===== src/rtl/ir_queue.sv =====
// rtl/ir_queue.sv - tiny8 instruction prefetch queue with head decode and one-word lookahead
module ir_queue #(
    parameter int WORD_W = 8,
    parameter int OPC_W  = 2,
    parameter int REG_W  = 2,
    parameter int DEPTH  = 4,
    localparam int DELTA_W = WORD_W - OPC_W - 2 * REG_W,
    localparam int IMM_W   = WORD_W - OPC_W - REG_W,
    localparam int CNT_W   = $clog2(DEPTH + 1)
) (
    input  logic               clk,
    input  logic               rst_n,
    input  logic               flush,
    input  logic               fetch_valid,
    input  logic [WORD_W-1:0]  fetch_data,
    output logic               fetch_ready,
    output logic               out_valid,
    input  logic               out_ready,
    input  logic               pop2,
    output logic [OPC_W-1:0]   opcode,
    output logic [REG_W-1:0]   rs,
    output logic [REG_W-1:0]   rd,
    output logic [DELTA_W-1:0] delta,
    output logic [IMM_W-1:0]   imm,
    output logic               nxt_valid,
    output logic [WORD_W-1:0]  nxt_data,
    output logic [CNT_W-1:0]   count
);

    localparam int PTR_W = $clog2(DEPTH);
    localparam logic [CNT_W-1:0] FULL_CNT = CNT_W'(DEPTH);
    localparam logic [CNT_W-1:0] TWO_CNT  = CNT_W'(2);

    logic [WORD_W-1:0] mem [DEPTH];
    logic [PTR_W-1:0]  wr_ptr;
    logic [PTR_W-1:0]  rd_ptr;
    logic [CNT_W-1:0]  cnt;
    logic [WORD_W-1:0] head;
    logic              push;
    logic              pop_one;
    logic              pop_two;

    // Full blocks the push even when a pop frees a slot this cycle, keeping
    // fetch_ready free of any path from the consumer side.
    assign fetch_ready = rst_n && (cnt < FULL_CNT);
    assign out_valid   = (cnt != '0);
    assign nxt_valid   = (cnt >= TWO_CNT);
    assign count       = cnt;

    assign push    = fetch_valid && fetch_ready;
    assign pop_one = out_valid && out_ready && !pop2;
    assign pop_two = out_ready && pop2 && nxt_valid;

    assign head     = out_valid ? mem[rd_ptr] : '0;
    assign nxt_data = nxt_valid ? mem[rd_ptr + PTR_W'(1)] : '0;

    assign opcode = head[WORD_W-1 -: OPC_W];
    assign rs     = head[WORD_W-OPC_W-1 -: REG_W];
    assign rd     = head[WORD_W-OPC_W-REG_W-1 -: REG_W];
    assign delta  = head[DELTA_W-1:0];
    assign imm    = head[IMM_W-1:0];

    always_ff @(posedge clk) begin
        if (push && !flush) begin
            mem[wr_ptr] <= fetch_data;
        end
    end

    always_ff @(posedge clk or negedge rst_n) begin
        if (!rst_n) begin
            wr_ptr <= '0;
            rd_ptr <= '0;
            cnt    <= '0;
        end else if (flush) begin
            wr_ptr <= '0;
            rd_ptr <= '0;
            cnt    <= '0;
        end else begin
            if (push) begin
                wr_ptr <= wr_ptr + PTR_W'(1);
            end
            if (pop_one) begin
                rd_ptr <= rd_ptr + PTR_W'(1);
            end else if (pop_two) begin
                rd_ptr <= rd_ptr + PTR_W'(2);
            end
            cnt <= cnt + CNT_W'(push) - CNT_W'({pop_two, pop_one});
        end
    end

endmodule


===== config.mk =====
export PLATFORM = sky130hd
export DESIGN_NAME = ir_queue
export DESIGN_NICKNAME = d
export VERILOG_FILES = /design/src/rtl/ir_queue.sv
export SDC_FILE = /design/constraint.sdc
export NUM_CORES = 1
export LEC_CHECK = 0
export CORE_ASPECT_RATIO = 0.8
export CORE_UTILIZATION = 40
export DETAILED_ROUTE_END_ITERATION = 16
export PLACE_DENSITY = 0.64
export SETUP_SLACK_MARGIN = 0.15
export SYNTH_ARGS = -nofsm -noshare
export SYNTH_HDL_FRONTEND = slang
export SYNTH_SLANG_ARGS = --single-unit

===== constraint.sdc =====
create_clock -name clk -period 2.7 [get_ports clk]
set_input_delay 0.27 -clock clk [delete_from_list [all_inputs] [get_ports clk]]
set_output_delay 0.27 -clock clk [all_outputs]
set_load 0.1 [all_outputs]

Word-level counts from Yosys, hierarchy flattened

Memories as Yosys holds them, arrays and structs flattened.
Cells that the tools add are included.
W data, S select, Z words.

Output and inout port bits: 26
RAM bits: 32
Memories kept: 1
Bits of input ports: 14
Bits in registers: 7
Logic and storage cells: 33

$add $sub $neg: 5
Multiplexer cells: 10
Reductions and logical operators: 12
Order comparisons: 2

Memories:

| name | words | width | read ports | clocked after Yosys merged registers in | wr ports | RTL line | source |
|---|---|---|---|---|---|---|---|
| mem  | 4     | 8     | 2          | 0                                       | 1        | 34       | `logic [WORD_W-1:0] mem [DEPTH];` |

Operator list:

| cell                  | number |
|---|---|
| $mux W8               | 2 |
| $mux W2               | 5 |
| $logic_and A1 B1 Y1   | 7 |
| $reduce_bool A3 Y1    | 2 |
| $add A2 B1 Y2 const B | 2 |
| $add A3 B1 Y3         | 1 |
| $ge A3 B2 Y1 const B  | 1 |
| $lt A3 B3 Y1 const B  | 1 |
| $mux W3               | 1 |
| $sub A3 B2 Y3         | 1 |
| $add A2 B2 Y2 const B | 1 |
| $logic_not A1 Y1      | 2 |
| $mux W1               | 2 |
| $reduce_bool A2 Y1    | 1 |

Depth between registers and ports, before layout

Gate-level depths: netlist (run 1).

Depth after elaboration: 6
Depth in mapped cells: 9
Gate-level depth less buffers: 9

Worst setup path after synthesis (run 1)

Ideal clock, no wire load.

Path type: reg2out
Start point: reg cnt[2] (netlist: count[2])
End point: out imm[0]
Arrival time: 3270 ps
Path buffers: 2
Setup slack: -840 ps
Required time: 2430 ps
Cell stages (with the launch flop): 5
Cells stage by stage: dfrtp_1 nor3_2 clkbuf_1 nor2b_1 buf_4

Cells in the longest elaborated chain, start to end: 2

RTL lines:

| what                   | RTL line | source |
|---|---|---|
| start, declared        | 37       | `logic [CNT_W-1:0] cnt;` |
| start signal, assigned | 87       | `cnt <= cnt + CNT_W'(push) - CNT_W'({pop_two, pop_one});` |
| $reduce_bool A3 Y1     | 46       | `assign out_valid = (cnt != '0);` |
| $mux W8                | 54       | `assign head = out_valid ? mem[rd_ptr] : '0;` |
| end, declared          | 24       | `output logic [IMM_W-1:0] imm,` |

No other way between the ends.

Final worst setup path (run 1)

Start point: reg rd_ptr[0]
End point: out rd[1]

Cells in the longest elaborated chain, start to end: 2

RTL lines:

| what                   | RTL line | source |
|---|---|---|
| start, declared        | 36       | `logic [PTR_W-1:0] rd_ptr;` |
| start signal, assigned | 83       | `rd_ptr <= rd_ptr + PTR_W'(1);` |
| start signal, assigned | 85       | `rd_ptr <= rd_ptr + PTR_W'(2);` |
| $mem_v2 Z4 W8          | n/a      |  |
| $mux W8                | 54       |  |
| end, declared          | 22       | `output logic [REG_W-1:0] rd,` |

No other way between the ends.

==> results of run 1 <==
-- state kept, by name, indices dropped and copies added, names as in the netlist --
signal	cells
count	3
mem	32
rd_ptr	2
wr_ptr	2
-- synthesized netlist by cell type --
library cell  count  area share [%]
dfrtp_1           7             8.8
inv_1             7             1.3
clkbuf_1          2            0.38
nand2b_1          1            0.31
nor2b_1          18             5.6
o31ai_1           1            0.38
buf_6             2             1.1
a211o_1           1            0.44
mux4_2           16              18
mux2i_1           1            0.50
nor4_1            1            0.31
buf_2             2            0.50
xnor2_1           2            0.88
o211ai_1          1            0.38
nand2_1           1            0.19
nor3_2            1            0.50
xor2_1            1            0.44
fa_1              1             1.0
nor2_1            6             1.1
and2_1            6             1.9
o311ai_0          1            0.44
nand3b_1          1            0.38
a211oi_1          1            0.38
nor3_1            2            0.50
ha_1              6             3.8
buf_4             4             1.5
or4_1             1            0.38
edfxtp_1         32              48
a21oi_1           1            0.25
-- final cells by class --
type                       count  area (sq um)  area share (%)
tap                           60         75.07           2.740
timing repair buffer          44         613.1           22.37
inverter                       7         26.28          0.9589
clock inverter                 1         3.754          0.1370
sequential                    39          1140           41.60
multi-input combinational     71         795.8           29.04
clock buffer                   7         86.33           3.151
-- stage by stage --
step,util (%),area [sq um],std cells,hold WS [ns]
after floorplan,-,2032,127,-0.02559
after global placement,56.63,2650,221,0.5640
after detailed placement,56.63,2650,221,0.6086
after CTS,58.56,2740,229,0.3060
after global routing,58.56,2740,229,0.3127
final,58.56,2740,229,0.3002
-- worst max-delay path, stage by stage (launching register included) --
cell,delay [ns]
dfrtp_1,0.86
mux4_2,0.33
nor2b_2,0.27
buf_12,0.21
-- final timing paths --
kind                                 from   endpoint  slack, ns  cells past startpoint
worst min-delay path                rst_n   count[0]       0.30                      2
worst min register to register  wr_ptr[1]  wr_ptr[1]       0.63                      2
worst max-delay path            rd_ptr[0]      rd[1]       0.46                      3
max in group asynchronous           rst_n   count[1]       2.26                      2
min in group clk                wr_ptr[1]  wr_ptr[1]       0.63                      2
worst max register to register   count[2]   count[2]       0.59                      8
-- logic make-up after synthesis --
group	count (synthesis)	synth area share (%)
multiplexers	17	18.58
AND/OR/NAND/NOR	38	11.24
flip-flops	39	57.00
buffers and inverters	17	4.834
AO/OA/AOI/OAI	6	2.260
XOR/XNOR	3	1.319
adder cells (fa/ha/maj)	7	4.771
-- metal layers --
layer / track usage, % / wire length (microns) / vias to the layer above / share of wire (%)
met4: 5.580 / 29 / 0 / 0.76
li1: - / - / 554 / -
met1: 19.53 / 1624 / 620 / 42
met2: 28.68 / 2051 / 23 / 54
met3: 3.889 / 124 / 5 / 3.2
met5: 0 / 0 / - / 0
-- placed cells by master, fill, tap and decap left out, drive strengths merged, types with 2 or more instances in the layout --
cell type	netlist	routed
nor3	3	3
mux4	16	16
dfrtp	7	7
xnor2	2	2
and2	6	6
inv	7	7
edfxtp	32	32
clkdlybuf4s50	0	13
nor2	6	6
clkbuf	2	7
nor2b	18	18
buf	8	31
ha	6	6
==> results.cfg, run 1 <==
[grt]
grt_pass1_vias = 1276
antenna_found_initial = 0
grt_pass1_wl_microns = 6154
grt_overflow = 0
track_usage_pct = 16.31
grt_max_degree = 21

[floorplan]
initial_core_util_pct = 42.59
fp-row-count = 22
die_h_microns = 65.14
ios = 40
core_sq_um = 4679
dieArea_sq_um = 5271
die_w_microns = 80.92

[clock_tree]
cts_buffers = 5
ctsResizeCount = 0
clock-sinks = 39
hold_buffers = 0
worstSkewPairLatency_ns = 0.28
cts_tree = built
h-tree-depth = 2
path_clk_slew_ns = 0.07
cts_buffer_depth = 2
postCtsSetupBuffers = 0
cts-root-buf = clkbuf_8

[setup_path]
worstPathArrival_ns = 1.97
startpoint_type = flip-flop
required_ns = 2.43
path_max_fanout = 20
endpoint_kind = output pin
crit_type = reg -> out

[route]
wl_per_cell_microns = 16.72
vias_per_cell = 5.249
ant_nets = 0
drt_pass1_iterations = 4
via_count = 1202
routed_wl_microns = 3829
drcViolationCount = 0
drtIter0Drc = 33

[min_path]
hp-class = in -> async

[timing]
setup_viol_count_final = 0
min_period_ns = 2.242
fin_tns_setup_ns = 0
tightest_slew_ns = 0.7998
rsz0062_at_grt = no
drv_slew = 0
post-route-period-util_pct = 83.04
finalHoldViolations = 0
worst_slack_ns = 0.4581
max-slew-margin-rel_pct = 46.68
fmax_ghz = 0.4460
skew_ns = 0.003088

[yosys]
ys_ff_latch = 39
synth_cell_types = 29
avgSynthCellArea_sq_um = 15.69
yosys_warnings = 0
synth_nets = 148
synth_area_sq_um = 1993
yosysSeqAreaShare_pct = 57.00
syn-instance-count = 127

[layout]
nFillCells = 356
drive_above_1_share_pct = 40.83
area_growth_pct = 37.48
nets = 189
insertedDiodeCount = 0

[placement]
io_buffer_count = 39
pre_cts_slack_ns = 0.2707
dpl.hpwl_microns = 2852
place_congestion = 0.7662

[status]
outcome = completed

[job]
drv_cap = 0
Power of run 1 is not shown: default switching activity piles up to over one toggle a cycle in this logic, so the estimate is an artifact.
==> run 2: changes to the inputs <==
--- a/config.mk
+++ b/config.mk
@@ -8,7 +8,7 @@
 export CORE_ASPECT_RATIO = 0.8
 export CORE_UTILIZATION = 40
 export DETAILED_ROUTE_END_ITERATION = 16
-export PLACE_DENSITY = 0.64
+export PLACE_DENSITY = 0.66
 export SETUP_SLACK_MARGIN = 0.15
 export SYNTH_ARGS = -nofsm -noshare
 export SYNTH_HDL_FRONTEND = slang
==> constraint.sdc (replaced) <==
create_clock -name clk -period 1.9 [get_ports clk]
set_input_delay 0.19 -clock clk [delete_from_list [all_inputs] [get_ports clk]]
set_output_delay 0.19 -clock clk [all_outputs]
set_load 0.1 [all_outputs]
==> run 2 against run 1 <==
Against the previous run:
- critical path depth grew 6
- routed wire length grew 7.1%
- setup slack lost 0.60 ns
- non-clock buffer count grew 21
- sequential share of layout area shrank 4.3 points
- clock-buffer cell count is the same
- first-iteration DRC count grew 88%
- the flow now finishes with violations (setup timing)
- via count grew 6.0%
==> results.cfg, run 2 (synthesis gave the netlist of run 1 again) <==
[status]
outcome = complete, but fails checks
violations = setup timing

[placement]
pre_cts_slack_ns = -0.4426
place_congestion = 0.8043
io_buffer_count = 39
dpl.hpwl_microns = 3026

[setup_path]
reg2reg_from = count[2]
cpPeakStageDelay_ns = 0.51
cp_top_family = simple AND/OR/NAND/NOR gates
endpoint_kind = flip-flop
required_ns = 2.10
critPathSlowestCell = dfrtp_4
critPathBufInv = 1
startpoint_type = flip-flop
r2r_cells = 9
worstPathArrival_ns = 2.25
timing.rr.end = count[2]
worstPathCellList = nor3_4 -> nor3_1 -> xnor2_1 -> ha_1 -> inv_1 -> fa_1 -> xor2_1 -> and2_1 -> nor3_2
crit_type = reg -> reg
reg2reg_slack_ns = -0.15
path_max_fanout = 4

[grt]
antenna_found_initial = 0
track_usage_pct = 17.30
grt_overflow = 0
grt_max_degree = 14
grt_pass1_wl_microns = 6458
grt_pass1_vias = 1374

[timing]
drv_slew = 0
worst_slack_ns = -0.1463
fmax_ghz = 0.4887
min_period_ns = 2.046
setup_viol_count_final = 1
tightest_slew_ns = 0.3192
max-slew-margin-rel_pct = 78.56
rsz0062_at_grt = yes
fin_tns_setup_ns = -0.1463
holdWs_ns = 0.2132
skew_ns = 0.004295
post-route-period-util_pct = 107.7
finalHoldViolations = 0

[floorplan]
fp-row-count = 22
dieArea_sq_um = 5271
ios = 40
die_w_microns = 80.92
core_sq_um = 4679
initial_core_util_pct = 42.59
die_h_microns = 65.14

[clock_tree]
clock-sinks = 39
h-tree-depth = 2
cts_buffer_depth = 2
cts_tree = built
path_clk_slew_ns = 0.07
cts-root-buf = clkbuf_8
worstSkewPairLatency_ns = 0.28
cts_buffers = 5

[layout]
top_register = mem
final_common_cell = edfxtp_1
nets = 210
final-seq-area_sq_um = 1149
layout_common_cells = 32 x edfxtp_1, 25 x buf_4, 24 x buf_12
nFillCells = 315
insertedDiodeCount = 0
area_growth_pct = 54.49
multi_input_area_sq_um = 904.6
final_util_pct = 65.80
largest_reg_flops = 32
drive_above_1_share_pct = 52.11

[route]
vias_per_cell = 5.096
drt_pass1_iterations = 4
routed_wl_microns = 4102
via_count = 1274
drcViolationCount = 0
wl_per_cell_microns = 16.41
drtIter0Drc = 62
ant_nets = 0

[min_path]
hp-class = in -> async

[job]
drv_cap = 0
run 2: cell types whose count changed in the layout (fill, tap and decap cells not counted), sizes merged:
cell	previous run	this run
buf	31	51
clkbuf	7	8
run 2: what timing repair did:
item                       4_1_cts  5_1_grt
buffers inserted                 1        0
setup endpoints to repair       24       56
hold buffers                     0        0
gates resized for setup         10        6
cloned                           1        1
pin swaps                        1        0
run 2: stage by stage:
step,area (sq um),std cells
5_1_grt,3079,250
3_3_place_gp,2904,239
4_1_cts,3060,249
6_report,3079,250
3_5_place_dp,2904,239
2_1_floorplan,2136,127
run 2: layout make-up:
type                    count  area share, %
clock buffers               7          2.479
repair buffers             65          27.39
well taps                  60          2.438
clock inverters             1         0.1625
flip-flops and latches     39          37.30
inverters                   7         0.8533
multi-input cells          71          29.38
run 2: layer usage:
metal | up-vias | GRT usage, % | share of wire, %
met5 | - | 0 | 0
met4 | 0 | 7.366 | 1.3
met3 | 9 | 3.889 | 4.2
met2 | 34 | 31.72 | 54
met1 | 636 | 19.12 | 40
li1 | 595 | - | -
run 2: worst max-delay path by stage:
| stage | end | slack (ns) | cells past startpoint | startpoint |
|---|---|---|---|---|
| 2_1_floorplan | fetch_ready | -0.30 | 1 | count[2] |
| 3_3_place_gp | count[2] | -0.32 | 10 | out_ready |
| 3_5_place_dp | count[2] | -0.44 | 10 | out_ready |
| 4_1_cts | count[2] | -0.14 | 9 | count[2] |
| 5_1_grt | count[2] | -0.32 | 9 | count[2] |
| 6_report | count[2] | -0.15 | 9 | count[2] |
Power of run 2 is left out for the same reason.
==> run 3: changes to the inputs <==
--- a/config.mk
+++ b/config.mk
@@ -6,8 +6,10 @@
 export NUM_CORES = 1
 export LEC_CHECK = 0
 export CORE_ASPECT_RATIO = 0.8
+export CORE_MARGIN = 5
 export CORE_UTILIZATION = 40
 export DETAILED_ROUTE_END_ITERATION = 16
+export MAX_ROUTING_LAYER = met4
 export PLACE_DENSITY = 0.66
 export SETUP_SLACK_MARGIN = 0.15
 export SYNTH_ARGS = -nofsm -noshare
==> run 3 against run 2 <==
Against the previous run:
- the flow still finishes with violations (setup timing)
- maximum frequency shrank 2.2%
- clock-buffer cell count is the same
- die area grew 23%
==> results.cfg, run 3 (synthesis gave the netlist of run 1 again) <==
[layout]
layout_common_cells = 32 x edfxtp_1, 30 x buf_12, 19 x buf_4
nets = 216
top_register = mem
final_common_cell = edfxtp_1
area_growth_pct = 64.97
largest_reg_flops = 32
drive_above_1_share_pct = 57.14
nFillCells = 310
insertedDiodeCount = 0

[placement]
place_congestion = 0.7732
dpl.hpwl_microns = 3288
io_buffer_count = 39
pre_cts_slack_ns = -0.4323

[setup_path]
crit_type = reg -> reg
required_ns = 2.11
path_max_fanout = 2
startpoint_type = flip-flop
worstPathArrival_ns = 2.31
endpoint_kind = flip-flop

[route]
via_count = 1361
drtIter0Drc = 80
vias_per_cell = 5.275
routed_wl_microns = 5038
drt_pass1_iterations = 4
ant_nets = 0
wl_per_cell_microns = 19.53
drcViolationCount = 0

[floorplan]
fp-row-count = 23
core_sq_um = 4921
die_h_microns = 73.14
ios = 40
die_w_microns = 88.92
dieArea_sq_um = 6503
initial_core_util_pct = 40.50

[grt]
antenna_found_initial = 0
grt_pass1_vias = 1534
grt_max_degree = 13
track_usage_pct = 17.76
grt_overflow = 0
grt_pass1_wl_microns = 8024

[timing]
worst_slack_ns = -0.1917
min_period_ns = 2.092
max-slew-margin-rel_pct = 73.44
fin_tns_setup_ns = -1.218
tightest_slew_ns = 0.3935
skew_ns = 0.009301
rsz0062_at_grt = yes
drv_slew = 0
post-route-period-util_pct = 110.1
finalHoldViolations = 0
fmax_ghz = 0.4781
setup_viol_count_final = 22

[status]
violations = setup timing
outcome = complete, but fails checks

[clock_tree]
hold_buffers = 0
h-tree-depth = 2
worstSkewPairLatency_ns = 0.29
path_clk_slew_ns = 0.08
cts-root-buf = clkbuf_8
cts_tree = built
clock-sinks = 39
cts_buffer_depth = 2
cts_buffers = 5

[min_path]
hp-class = in -> async

[job]
drv_cap = 0
-- run 3: cell types whose count changed in the layout (fill, tap and decap cells not counted), moves of 2 or more --
| cell | delta |
|---|---|
| buf_12 | +6 |
| inv_1 | -3 |
| buf_6 | +5 |
| buf_4 | -6 |
| inv_2 | +2 |
| buf_16 | +3 |
-- run 3: layout make-up --
type | count | area, sq um | share of cell area (%)
inverter | 7 | 28.78 | 0.8752
sequential | 39 | 1149 | 34.93
clock buffer | 7 | 86.33 | 2.626
timing repair buffer | 71 | 1027 | 31.24
multi-input combinational | 71 | 914.6 | 27.82
clock inverter | 1 | 5.005 | 0.1522
tap | 62 | 77.57 | 2.359
-- run 3: worst paths after layout --
path                       cells after the start           from   endpoint  slack, ns
hold / removal                                 2          rst_n   count[0]       0.27
setup / recovery                               9       count[0]   count[2]      -0.19
min in group clk                               1  fetch_data[6]  mem[3][6]       0.54
setup reg to reg                               9       count[0]   count[2]      -0.19
hold reg to reg                                2      wr_ptr[1]  wr_ptr[1]       0.62
max in group asynchronous                      2          rst_n   count[2]       1.49
-- run 3: metrics by stage --
step	utilization, %	cell area (sq um)	instances	hold WS, ns
4_1_cts	66.34	3264	256	0.2598
5_1_grt	66.82	3288	258	0.2651
3_3_place_gp	59.47	2927	237	0.5459
2_1_floorplan	-	2136	127	-0.1056
6_report	66.82	3288	258	0.2684
3_5_place_dp	59.47	2927	237	0.5756
-- run 3: layer usage --
metal	routed length, microns	part of all wire (%)	vias to the layer above	GRT usage, %
li1	-	-	614	-
met4	91	1.8	0	5.705
met5	0	0	-	-
met1	1885	37	704	19.73
met2	2815	56	32	31.05
met3	246	4.9	11	4.628
-- run 3: timing repair --
action,4_1_cts,5_1_grt
resized for setup,27,6
setup endpoints to repair,24,58
pin swaps,6,3
buffers inserted,7,2
cloned,4,0
-- run 3: critical path: stages, from the launching register on --
cell and delay, ns:
dfrtp_4 0.49, nor3_4 0.23, nor3_2 0.07, xnor2_1 0.22, ha_2 0.22, inv_2 0.04
fa_2 0.33, xor2_1 0.15, and2_1 0.17, nor3_2 0.09
Power of run 3 is left out for the same reason.
